$ cat config.mk
export PLATFORM = sky130hd
export DESIGN_NAME = pipe_hazard_ctrl
export DESIGN_NICKNAME = d
export VERILOG_FILES = /design/src/rtl/pipe_hazard_ctrl.sv
export SDC_FILE = /design/constraint.sdc
export NUM_CORES = 1
export LEC_CHECK = 0
export ABC_CLOCK_PERIOD_IN_PS = 2600
export CAP_MARGIN = 15
export CORE_MARGIN = 1.5
export CORE_UTILIZATION = 42
export DETAILED_ROUTE_END_ITERATION = 8
export GPL_TIMING_DRIVEN = 0
export PLACE_DENSITY = 0.76
export SYNTH_ARGS = -nofsm -noshare
export SYNTH_HDL_FRONTEND = slang
export SYNTH_SLANG_ARGS = --single-unit
$ cat constraint.sdc
create_clock -name CLK -period 2.6 [get_ports CLK]
set_clock_uncertainty 0.05 [all_clocks]
set_input_delay 0.78 -clock CLK [delete_from_list [all_inputs] [get_ports CLK]]
set_output_delay 0.78 -clock CLK [all_outputs]
set_load 0.02 [all_outputs]
$ cat src/rtl/pipe_hazard_ctrl.sv
// Pipeline stall/flush controller: prefix stall mask, one-cycle flush with
// redirect PC, saturating stall-cycle counter and sticky runaway-stall watchdog.
module pipe_hazard_ctrl #(
  parameter int unsigned STAGES     = 6,
  parameter int unsigned PC_W       = 32,
  parameter int unsigned CNT_W      = 32,
  parameter int unsigned WDOG_LIMIT = 1024
) (
  input  logic              CLK,
  input  logic              RST,
  input  logic [STAGES-1:0] STALL_REQ,
  input  logic              FLUSH_REQ,
  input  logic [PC_W-1:0]   FLUSH_PC,
  input  logic              CLR_CNT,
  output logic [STAGES-1:0] STALL,
  output logic              FLUSH,
  output logic [PC_W-1:0]   NEW_PC,
  output logic [CNT_W-1:0]  STALL_CNT,
  output logic              WDOG_TRIP
);

  localparam int unsigned RUN_W = $clog2(WDOG_LIMIT + 1);
  localparam logic [RUN_W-1:0] RUN_MAX  = RUN_W'(WDOG_LIMIT);
  localparam logic [RUN_W-1:0] RUN_TRIP = RUN_W'(WDOG_LIMIT - 1);

  typedef enum logic {
    S_IDLE,
    S_FLUSH
  } state_t;

  state_t            r_state;
  state_t            w_next;
  logic [STAGES-1:0] w_mask;
  logic [STAGES-1:0] w_stall;
  logic              w_acc;
  logic              w_stall_any;
  logic              w_accept;
  logic [PC_W-1:0]   r_new_pc;
  logic [CNT_W-1:0]  r_stall_cnt;
  logic [RUN_W-1:0]  r_run;
  logic              r_trip;

  // Scan from the deepest stage down so every stage below a requester holds too.
  always_comb begin
    w_mask = '0;
    w_acc  = 1'b0;
    for (int unsigned i = 0; i < STAGES; i++) begin
      w_acc = w_acc | STALL_REQ[STAGES-1-i];
      w_mask[STAGES-1-i] = w_acc;
    end
  end

  always_comb begin
    w_stall  = '0;
    w_accept = 1'b0;
    w_next   = r_state;
    case (r_state)
      S_IDLE: begin
        w_stall  = RST ? '0 : w_mask;
        w_accept = FLUSH_REQ;
        if (FLUSH_REQ) w_next = S_FLUSH;
      end
      S_FLUSH: w_next = S_IDLE;
      default: w_next = S_IDLE;
    endcase
  end

  assign w_stall_any = |w_stall;

  always_ff @(posedge CLK or posedge RST) begin
    if (RST) begin
      r_state  <= S_IDLE;
      r_new_pc <= '0;
    end else begin
      r_state <= w_next;
      if (w_accept) r_new_pc <= FLUSH_PC;
    end
  end

  always_ff @(posedge CLK or posedge RST) begin
    if (RST) begin
      r_stall_cnt <= '0;
    end else if (CLR_CNT) begin
      r_stall_cnt <= '0;
    end else if (w_stall_any && (r_stall_cnt != '1)) begin
      r_stall_cnt <= r_stall_cnt + 1'b1;
    end
  end

  // Trip on the edge that completes WDOG_LIMIT consecutive stalled cycles.
  always_ff @(posedge CLK or posedge RST) begin
    if (RST) begin
      r_run  <= '0;
      r_trip <= 1'b0;
    end else if (!w_stall_any) begin
      r_run <= '0;
    end else begin
      if (r_run != RUN_MAX) r_run <= r_run + 1'b1;
      if (r_run >= RUN_TRIP) r_trip <= 1'b1;
    end
  end

  assign STALL     = w_stall;
  assign FLUSH     = (r_state == S_FLUSH);
  assign NEW_PC    = r_new_pc;
  assign STALL_CNT = r_stall_cnt;
  assign WDOG_TRIP = r_trip;

endmodule

==> Yosys cells after proc, flatten, opt, wreduce, memory -nomap -nowiden <==
Index checks and enable logic that the tools add are counted.
{ "totals": {"regBits": 77, "inputBits": 42, "output_inout_bits": 72, "word_cells": 30} }
{ "op_classes": {"add_sub_neg": 2, "n_lt_le_gt_ge": 1, "eq_ne": 3, "n_mux": 9, "bitwise_logic": 6, "reduce_logical": 4} }
{ "ops": {"columns": ["cell", "n"], "rows": [
  ["$mux 32", 2],
  ["$add 32x1->32 const B", 1],
  ["$ne 32x32->1 const B", 1],
  ["$mux 11", 2],
  ["$mux 6", 2],
  ["$add 11x1->11 const B", 1],
  ["$ge 11x10->1 const B", 1],
  ["$ne 11x11->1 const B", 1],
  ["$reduce_or 6->1", 1],
  ["$or 1x1->1", 5],
  ["$mux 1", 2],
  ["$ne 2x1->1 const B", 1],
  ["$pmux 1 s2", 1],
  ["$reduce_and 2->1", 1],
  ["$reduce_bool 2->1", 1],
  ["$logic_and 1x1->1", 1],
  ["$not 1->1", 1]
]} }

==> Longest topological paths before layout <==
{ "logic_depth": {"ltp_word": 11, "depth_mapped": 10, "mapped_depth_nobuf": 7} }

==> Worst setup path before layout <==
Ideal clock, no wire load.
{ "synth_path": {"kind": "input -> output", "start": "input STALL_REQ[3]", "end": "output STALL[0]", "arrival_time_ns": 1.588, "required_ns": 1.770, "slack_ns": 0.182, "stages": 4, "path_buffers": 0, "path_cell_list": "nor4_2 > nor2_4 > nor2_4 > clkinv_8"} }
{ "synth_between": {"elab_chain_cells": 6} }
{ "synth_rtl": {"columns": ["item", "line_no", "rtl"], "rows": [
  ["start, declared", "11", "input logic [STAGES-1:0] STALL_REQ,"],
  ["$or 1x1->1 (4 in a row)", "48", "w_acc = w_acc | STALL_REQ[STAGES-1-i];"],
  ["$mux 6", "59", "w_stall = RST ? '0 : w_mask;"],
  ["$mux 6", "57", "case (r_state)"],
  ["end, declared", "15", "output logic [STAGES-1:0] STALL,"]
]} }
No other way between the ends.

==> Worst setup path in the final report <==
{ "layout_path": {"start": "input RST", "end": "output STALL[0]"} }
{ "layout_between": {"elab_chain_cells": 2} }
{ "layout_rtl": {"columns": ["item", "line_no", "rtl"], "rows": [
  ["start, declared", "10", "input logic RST,"],
  ["$mux 6", "59", null],
  ["$mux 6", "57", null]
]} }
No other way between the ends.

==> flow_summary.rst <==
.. list-table::
   :header-rows: 1

   * - Metric
     - Value
   * - Number of flip-flops and latches in the synthesized netlist
     - 77
   * - Smallest setup slack after layout
     - 50.5 ps
   * - Count of buffer and inverter cells on the critical path
     - 4
   * - Clock Root Buffer
     - sky130_fd_sc_hd__clkbuf_8
   * - Inserted Clock Buffers
     - 9
   * - Area inside the core boundary
     - 8640 µm²
   * - Total Die Area
     - 9410 µm²
   * - Max-slew violations
     - 0
   * - Die span in y
     - 97.0 µm
   * - IO buf count
     - 112
   * - Top library cells by usage in the layout, fill and taps aside
     - 99 x sky130_fd_sc_hd__clkdlybuf4s50_1, 77 x sky130_fd_sc_hd__dfrtp_1, 33 x sky130_fd_sc_hd__mux2_2
   * - Rows
     - 34
   * - Leading cell types by total area after synthesis
     - sky130_fd_sc_hd__dfrtp_1 52%, sky130_fd_sc_hd__mux2_2 10%, sky130_fd_sc_hd__a21oi_1 3.9%, sky130_fd_sc_hd__or3_1 3.4%, sky130_fd_sc_hd__nor2_1 3.0%
   * - Fraction of the mapped netlist area in simple logic gates
     - 19.3%
   * - Crit-path most repeated cell
     - sky130_fd_sc_hd__nor2_4
   * - Share of final-layout standard cells stronger than drive strength 1
     - 17.8%
   * - Nets@finish
     - 505
   * - Max Clock Freq
     - 0.392 GHz
   * - First-pass GRT wire length
     - 14,800 µm
   * - Worst hold path class
     - flop to flop
   * - Overall routed net length
     - 8720 µm
   * - Final weighted congestion in routability-driven placement
     - 0.840
   * - Distinct cell type count of the synthesized netlist
     - 44
   * - Initial DRC Count
     - 103
   * - Detailed-router iteration count before antenna repair
     - 4
   * - Max-capacitance violation count
     - 0
   * - Average cell area after synthesis
     - 11.1 µm²
   * - Crit end category
     - primary output
   * - Count of antenna diodes in the layout
     - 0
   * - Number of clock sinks
     - 77
   * - Unrepaired setup endpoints after global routing
     - false
   * - Remaining Overflow, GRT
     - 0
   * - Run status
     - complete, no violations
   * - Final-report hold violation count
     - 0
   * - Share of the synthesized area in the top cell type
     - 51.9%
   * - Syn Std Cell Area
     - 3710 µm²
   * - Placed cell area
     - 4990 µm²
   * - Total Power Consumption
     - 0.00294 W
   * - Hold Worst Slack
     - 460 ps
   * - Vias per Instance
     - 5.41
   * - Most common cell after layout, fill and taps aside
     - sky130_fd_sc_hd__clkdlybuf4s50_1
   * - Remaining design rule violation count
     - 0
   * - Transition time at the pin with the least slew margin
     - 783 ps
   * - Pwr per Cell Area
     - 563 nW/µm²
   * - Adder-Cell Fraction of Synth Area
     - 1.01%
   * - Antenna viol nets, final
     - 0
   * - Wire length per cell after detailed routing
     - 15.2 µm
   * - Max Root-Sink Buffers
     - 2
   * - Critical Path Slowest Stage Cell
     - sky130_fd_sc_hd__or2_1
   * - Worst path cell trace
     - clkdlybuf4s15_1 > or2_1 > buf_6 > nor2_4 > nor2_4 > clkinv_8 > buf_8
   * - Final period util
     - 98.1%
   * - Antenna violations before repair
     - 0
   * - Net count after synthesis
     - 379
   * - Static leakage
     - 2.08 nW
   * - Yosys warns
     - 0
   * - Largest family of logic cells by synthesized area
     - simple AND/OR/NAND/NOR gates
   * - Maximum ir drop on the vdd rail
     - 0.358 mV
   * - DP HPWL
     - 6560 µm
   * - Clock latency on the worst-skew pair
     - 350 ps
   * - Cell type with the largest total area after synthesis
     - sky130_fd_sc_hd__dfrtp_1
   * - Pre-CTS setup slack
     - -843 ps
   * - Final count of negative-setup-slack endpoints
     - 0
   * - Depth of the CTS H-tree
     - 3
   * - Number of global-route vias before repair
     - 3,065
   * - Fraction of the mapped netlist area in compound gates
     - 10.9%
   * - Post-synthesis cell count
     - 334
   * - Vias post-DR
     - 3,102
   * - Initial core utilization
     - 43.0%
   * - Seq/Total Area, Yosys
     - 51.9%
   * - Max transition margin
     - 47.7%
   * - Largest net degree at the start of global routing
     - 43
   * - Area growth syn-to-layout
     - 40.7%
   * - CP startpoint kind
     - primary input
   * - Dominant delay contributor by cell family on the critical path
     - buffers and inverters
   * - Final cell area excluding filler cells
     - 5230 µm²
   * - GRT Total Usage
     - 19.2%
   * - Max Fanout on Critical Path
     - 6
   * - Portion of netlist area occupied by mux cells
     - 10.3%
   * - Crit path DAT
     - 1720 ps
   * - Number of placed I/O pins
     - 114
   * - TritonCTS clock tree
     - built
   * - Die boundary width
     - 97.0 µm
   * - XOR/XNOR share of the synthesized area
     - 3.07%
   * - Data required time at the worst endpoint
     - 1770 ps
   * - Minimum period implied by the final worst setup slack
     - 2550 ps
   * - CTS clock-pin slew for the worst setup and hold paths
     - 80 ps
   * - Worst Setup Path Type
     - primary input to primary output
   * - Final sum of negative setup slack
     - 0 ps
   * - Worst path max stage delay
     - 250 ps
metal layers:
layer,part of all wire [%],global-route usage (%)
met1,44,25.8
met2,49,30.1
met3,5.7,4.55
met4,2.1,7.80
met5,0,0
synth_stat cells, drive strengths merged:
| master | number |
|---|---|
| dfrtp | 77 |
| mux2 | 33 |
| nor2 | 33 |
| a21oi | 29 |
| o21ai | 21 |
| or3 | 21 |
| nand2 | 18 |
| nand3 | 13 |
| xor2 | 10 |
| inv | 9 |
| nand4 | 9 |
| and4 | 8 |
| clkbuf | 8 |
| o31ai | 6 |
| and3 | 5 |
| buf | 5 |
| or4 | 5 |
| nor4 | 4 |
| ha | 3 |
| o311ai | 3 |
| xnor2 | 3 |
| nor3 | 2 |
| or2 | 2 |
| a311oi | 1 |
| a41o | 1 |
| clkinv | 1 |
| mux2i | 1 |
| nor2b | 1 |
| o2111ai | 1 |
| or4b | 1 |
path summary, 6_finish.rpt:
| path | from | to | slack [ps] | depth (start not counted) |
|---|---|---|---|---|
| setup reg to reg | FLUSH$_DFF_PP0_ | STALL_CNT[20]$_DFFE_PP0P_ | 370 | 10 |
| hold reg to reg | NEW_PC[21]$_DFFE_PP0P_ | NEW_PC[21]$_DFFE_PP0P_ | 460 | 1 |
| max in group asynchronous | RST | r_run[7]$_DFFE_PP0P_ | 1220 | 3 |
| hold / removal | NEW_PC[21]$_DFFE_PP0P_ | NEW_PC[21]$_DFFE_PP0P_ | 460 | 1 |
| min in group asynchronous | RST | NEW_PC[24]$_DFFE_PP0P_ | 620 | 2 |
| setup / recovery | RST | STALL[0] | 50 | 7 |
report_power, final:
| part | switching, W | internal (W) | total, W |
|---|---|---|---|
| sequential | 0.0000504 | 0.00128 | 0.00133 |
| combinational | 0.000288 | 0.000305 | 0.000593 |
| clock | 0.000469 | 0.000544 | 0.00101 |
| total | 0.000807 | 0.00213 | 0.00294 |
sequential cells by signal (all words and copies together) (netlist names):
name,flops
WDOG_TRIP,1
NEW_PC,32
STALL_CNT,32
r_run,11
FLUSH,1
what timing repair did:
item,4_1_cts,5_1_grt
setup buffers,2,0
hold buffers,0,0
pin swaps,4,5
resized for setup,41,8
setup endpoints to repair,6,2
logic make-up after synthesis:
logic type,Yosys count
compound gates,62
xor+xnor,13
fa+ha+maj,3
buf+inv,23
flops,77
mux,34
simple gates,122
cell type report:
type                    instances  area (µm²)
inverters                      10        53.8
plain buffers                  13        81.3
clock buffers                   9         124
repair buffers                115        1130
flip-flops and latches         77        1930
multi-input cells             234        1670
clock inverters                 7        97.6
well taps                     108         135
fillers                       710        3410
per-stage QoR:
| stage | utilization (%) | cells |
|---|---|---|
| 5_1_grt | 60.5 | 573 |
| 3_5_place_dp | 57.8 | 555 |
| 3_3_place_gp | 57.6 | 554 |
| 2_1_floorplan | - | 334 |
| 6_report | 60.5 | 573 |
| 4_1_cts | 60.5 | 573 |
Power figures use the tool's default switching activity.
==> edit (config.mk and constraints unchanged) <==
Reset style: synchronous (`RST`), changed in 3 clocked blocks.
--- a/src/rtl/pipe_hazard_ctrl.sv
+++ b/src/rtl/pipe_hazard_ctrl.sv
@@ -67,7 +67,7 @@
 
   assign w_stall_any = |w_stall;
 
-  always_ff @(posedge CLK or posedge RST) begin
+  always_ff @(posedge CLK) begin
     if (RST) begin
       r_state  <= S_IDLE;
       r_new_pc <= '0;
@@ -77,7 +77,7 @@
     end
   end
 
-  always_ff @(posedge CLK or posedge RST) begin
+  always_ff @(posedge CLK) begin
     if (RST) begin
       r_stall_cnt <= '0;
     end else if (CLR_CNT) begin
@@ -88,7 +88,7 @@
   end
 
   // Trip on the edge that completes WDOG_LIMIT consecutive stalled cycles.
-  always_ff @(posedge CLK or posedge RST) begin
+  always_ff @(posedge CLK) begin
     if (RST) begin
       r_run  <= '0;
       r_trip <= 1'b0;
Behaviour: differs if RST is asserted again (counterexample within 4 cycles, from zero or initial values and one cycle with RST high); with RST held inactive, the same outputs for 10 cycles.
==> edit against the unedited design <==
The run now ends with setup timing left; clock power shrank 19%; hold slack lost 0.055 ns; count of clock-buffer cells in the layout is 1 higher; wire length up 4.1%; core utilization increased by 2.6 points; largest cell class is now multi-input combinational cells; via count up 10%; cell area fell by 6.7%; global-route usage is 2.8 points higher; area after synthesis is 9.5% lower; power fell by 19%; combinational power down 46%; sequential cell count unchanged; setup slack got worse by 0.18 ns.
==> edit: results (changes against the unedited design) <==
{| class="wikitable"
! Metric !! Value
|-
| Ys async rst share || 0% (was 100%)
|-
| Fin worst setup slack || -0.127 ns (was 0.0505 ns)
|-
| Slowest stage cell, crit path || sky130_fd_sc_hd__or4_4 (was sky130_fd_sc_hd__or2_1)
|-
| Rel. slew slack || 48.5% (was 47.7%)
|-
| Setup TNS || -0.127 ns (was 0 ns)
|-
| Number of fill cells || 664 (was 710)
|-
| DR vias/cell || 5.28 (was 5.41)
|-
| Final count of negative-setup-slack endpoints || 1 (was 0)
|-
| Average wire per cell in the routed design || 14.0 microns (was 15.2 microns)
|-
| Post-Synthesis Cells || 410 (was 334)
|-
| Critical Path AT || 1.90 ns (was 1.72 ns)
|-
| Violated checks || setup timing
|-
| Largest delay contributor family on the critical path || simple AND/OR/NAND/NOR gates (was buffers and inverters)
|-
| Final weighted congestion of routability-driven global placement || 0.877 (was 0.840)
|-
| Syn nets || 455 (was 379)
|-
| Final HPWL DP || 6650 microns (was 6560 microns)
|-
| Vias after detailed routing || 3,426 (was 3,102)
|-
| Overall routing resource usage || 22.0% (was 19.2%)
|-
| Fraction of layout instances using a drive strength above 1 || 9.69% (was 17.8%)
|-
| Crit-path max FO || 3 (was 6)
|-
| Area occupied by multi-input gates || 0.00173 sq mm (was 0.00167 sq mm)
|-
| Status || finished with violations (was finished, final reports clean)
|-
| Inst Count DP || 624 (was 555)
|-
| CP peak stage delay || 0.55 ns (was 0.25 ns)
|-
| Pre-CTS WS || -1.17 ns (was -0.843 ns)
|-
| Post-synthesis sequential area ratio || 45.9% (was 51.9%)
|-
| Library cells used by synthesis || 48 (was 44)
|-
| Cell types occupying the most area after synthesis || sky130_fd_sc_hd__dfxtp_1 (46%), sky130_fd_sc_hd__nand2_1 (9.2%), sky130_fd_sc_hd__a21oi_1 (8.8%), sky130_fd_sc_hd__nor2_1 (3.1%), sky130_fd_sc_hd__or3_1 (3.0%) (was sky130_fd_sc_hd__dfrtp_1 (52%), sky130_fd_sc_hd__mux2_2 (10%), sky130_fd_sc_hd__a21oi_1 (3.9%), sky130_fd_sc_hd__or3_1 (3.4%), sky130_fd_sc_hd__nor2_1 (3.0%))
|-
| Placed Instance Area || 0.00461 sq mm (was 0.00499 sq mm)
|-
| Peak VDD IR || 0.000253 V (was 0.000358 V)
|}
-- edit: changes by cell type in the layout (fill, tap and decap cells not counted), moves of 7 or more --
cell                      unedited run  this run
sky130_fd_sc_hd__dfrtp_1            77         0
sky130_fd_sc_hd__and4_1              8         1
sky130_fd_sc_hd__a21oi_1            29        59
sky130_fd_sc_hd__mux2_2             33         1
sky130_fd_sc_hd__o21ai_0            11        18
sky130_fd_sc_hd__nand2_1            18        82
sky130_fd_sc_hd__dfxtp_1             0        77
sky130_fd_sc_hd__o21ai_1            10         0
-- edit: what timing repair did --
item,4_1_cts,5_1_grt
gates cloned,1,0
pin swaps,3,4
setup buffers,8,1
endpoints found under the setup margin,26,11
resized for setup,41,5
-- edit: cells by family after synthesis --
family,count (synthesis),share of synthesized area [%]
AO/OA/AOI/OAI,103,18.2
XOR/XNOR,12,3.13
adder cells (fa/ha/maj),3,1.12
buffers and inverters,26,3.16
flip-flops,77,45.9
multiplexers,2,0.633
AND/OR/NAND/NOR,187,27.9
-- edit: path summary, 6_finish.rpt --
check	start	end	slack, ns	cells past startpoint
min reg2reg	NEW_PC[11]	NEW_PC[11]	0.40	2
max	STALL_REQ[2]	STALL[0]	-0.13	5
min	NEW_PC[11]	NEW_PC[11]	0.40	2
max reg2reg	STALL_CNT[9]	STALL_CNT[1]	0.30	5
-- edit: metal layers --
metal / up-vias / routed length, microns / global-route usage (%)
met5: - / 0 / 0
met4: 0 / 87 / 7.95
met3: 7 / 890 / 8.29
met2: 113 / 4300 / 37.6
met1: 1586 / 3800 / 24.9
li1: 1720 / - / -
-- edit: area by class of cell --
class	instances	area share, %
inverter	7	0.539
sequential	77	31.6
clock buffer	10	2.82
multi-input combinational	307	35.4
tap	102	2.62
buffer	19	1.72
timing repair buffer	121	24.5
clock inverter	6	0.796
-- edit: tightest hold or removal path, stage by stage (launching register included) --
cell and delay, ns:
sky130_fd_sc_hd__dfxtp_1 0.31, sky130_fd_sc_hd__nand2_1 0.05, sky130_fd_sc_hd__a21oi_1 0.05
-- edit: where the power goes --
part	internal, mW	total [mW]	leakage, nW	switching, mW
Clock	0.369	0.814	0.0880	0.445
Combinational	0.159	0.320	0.963	0.161
Sequential	1.21	1.23	0.626	0.0208
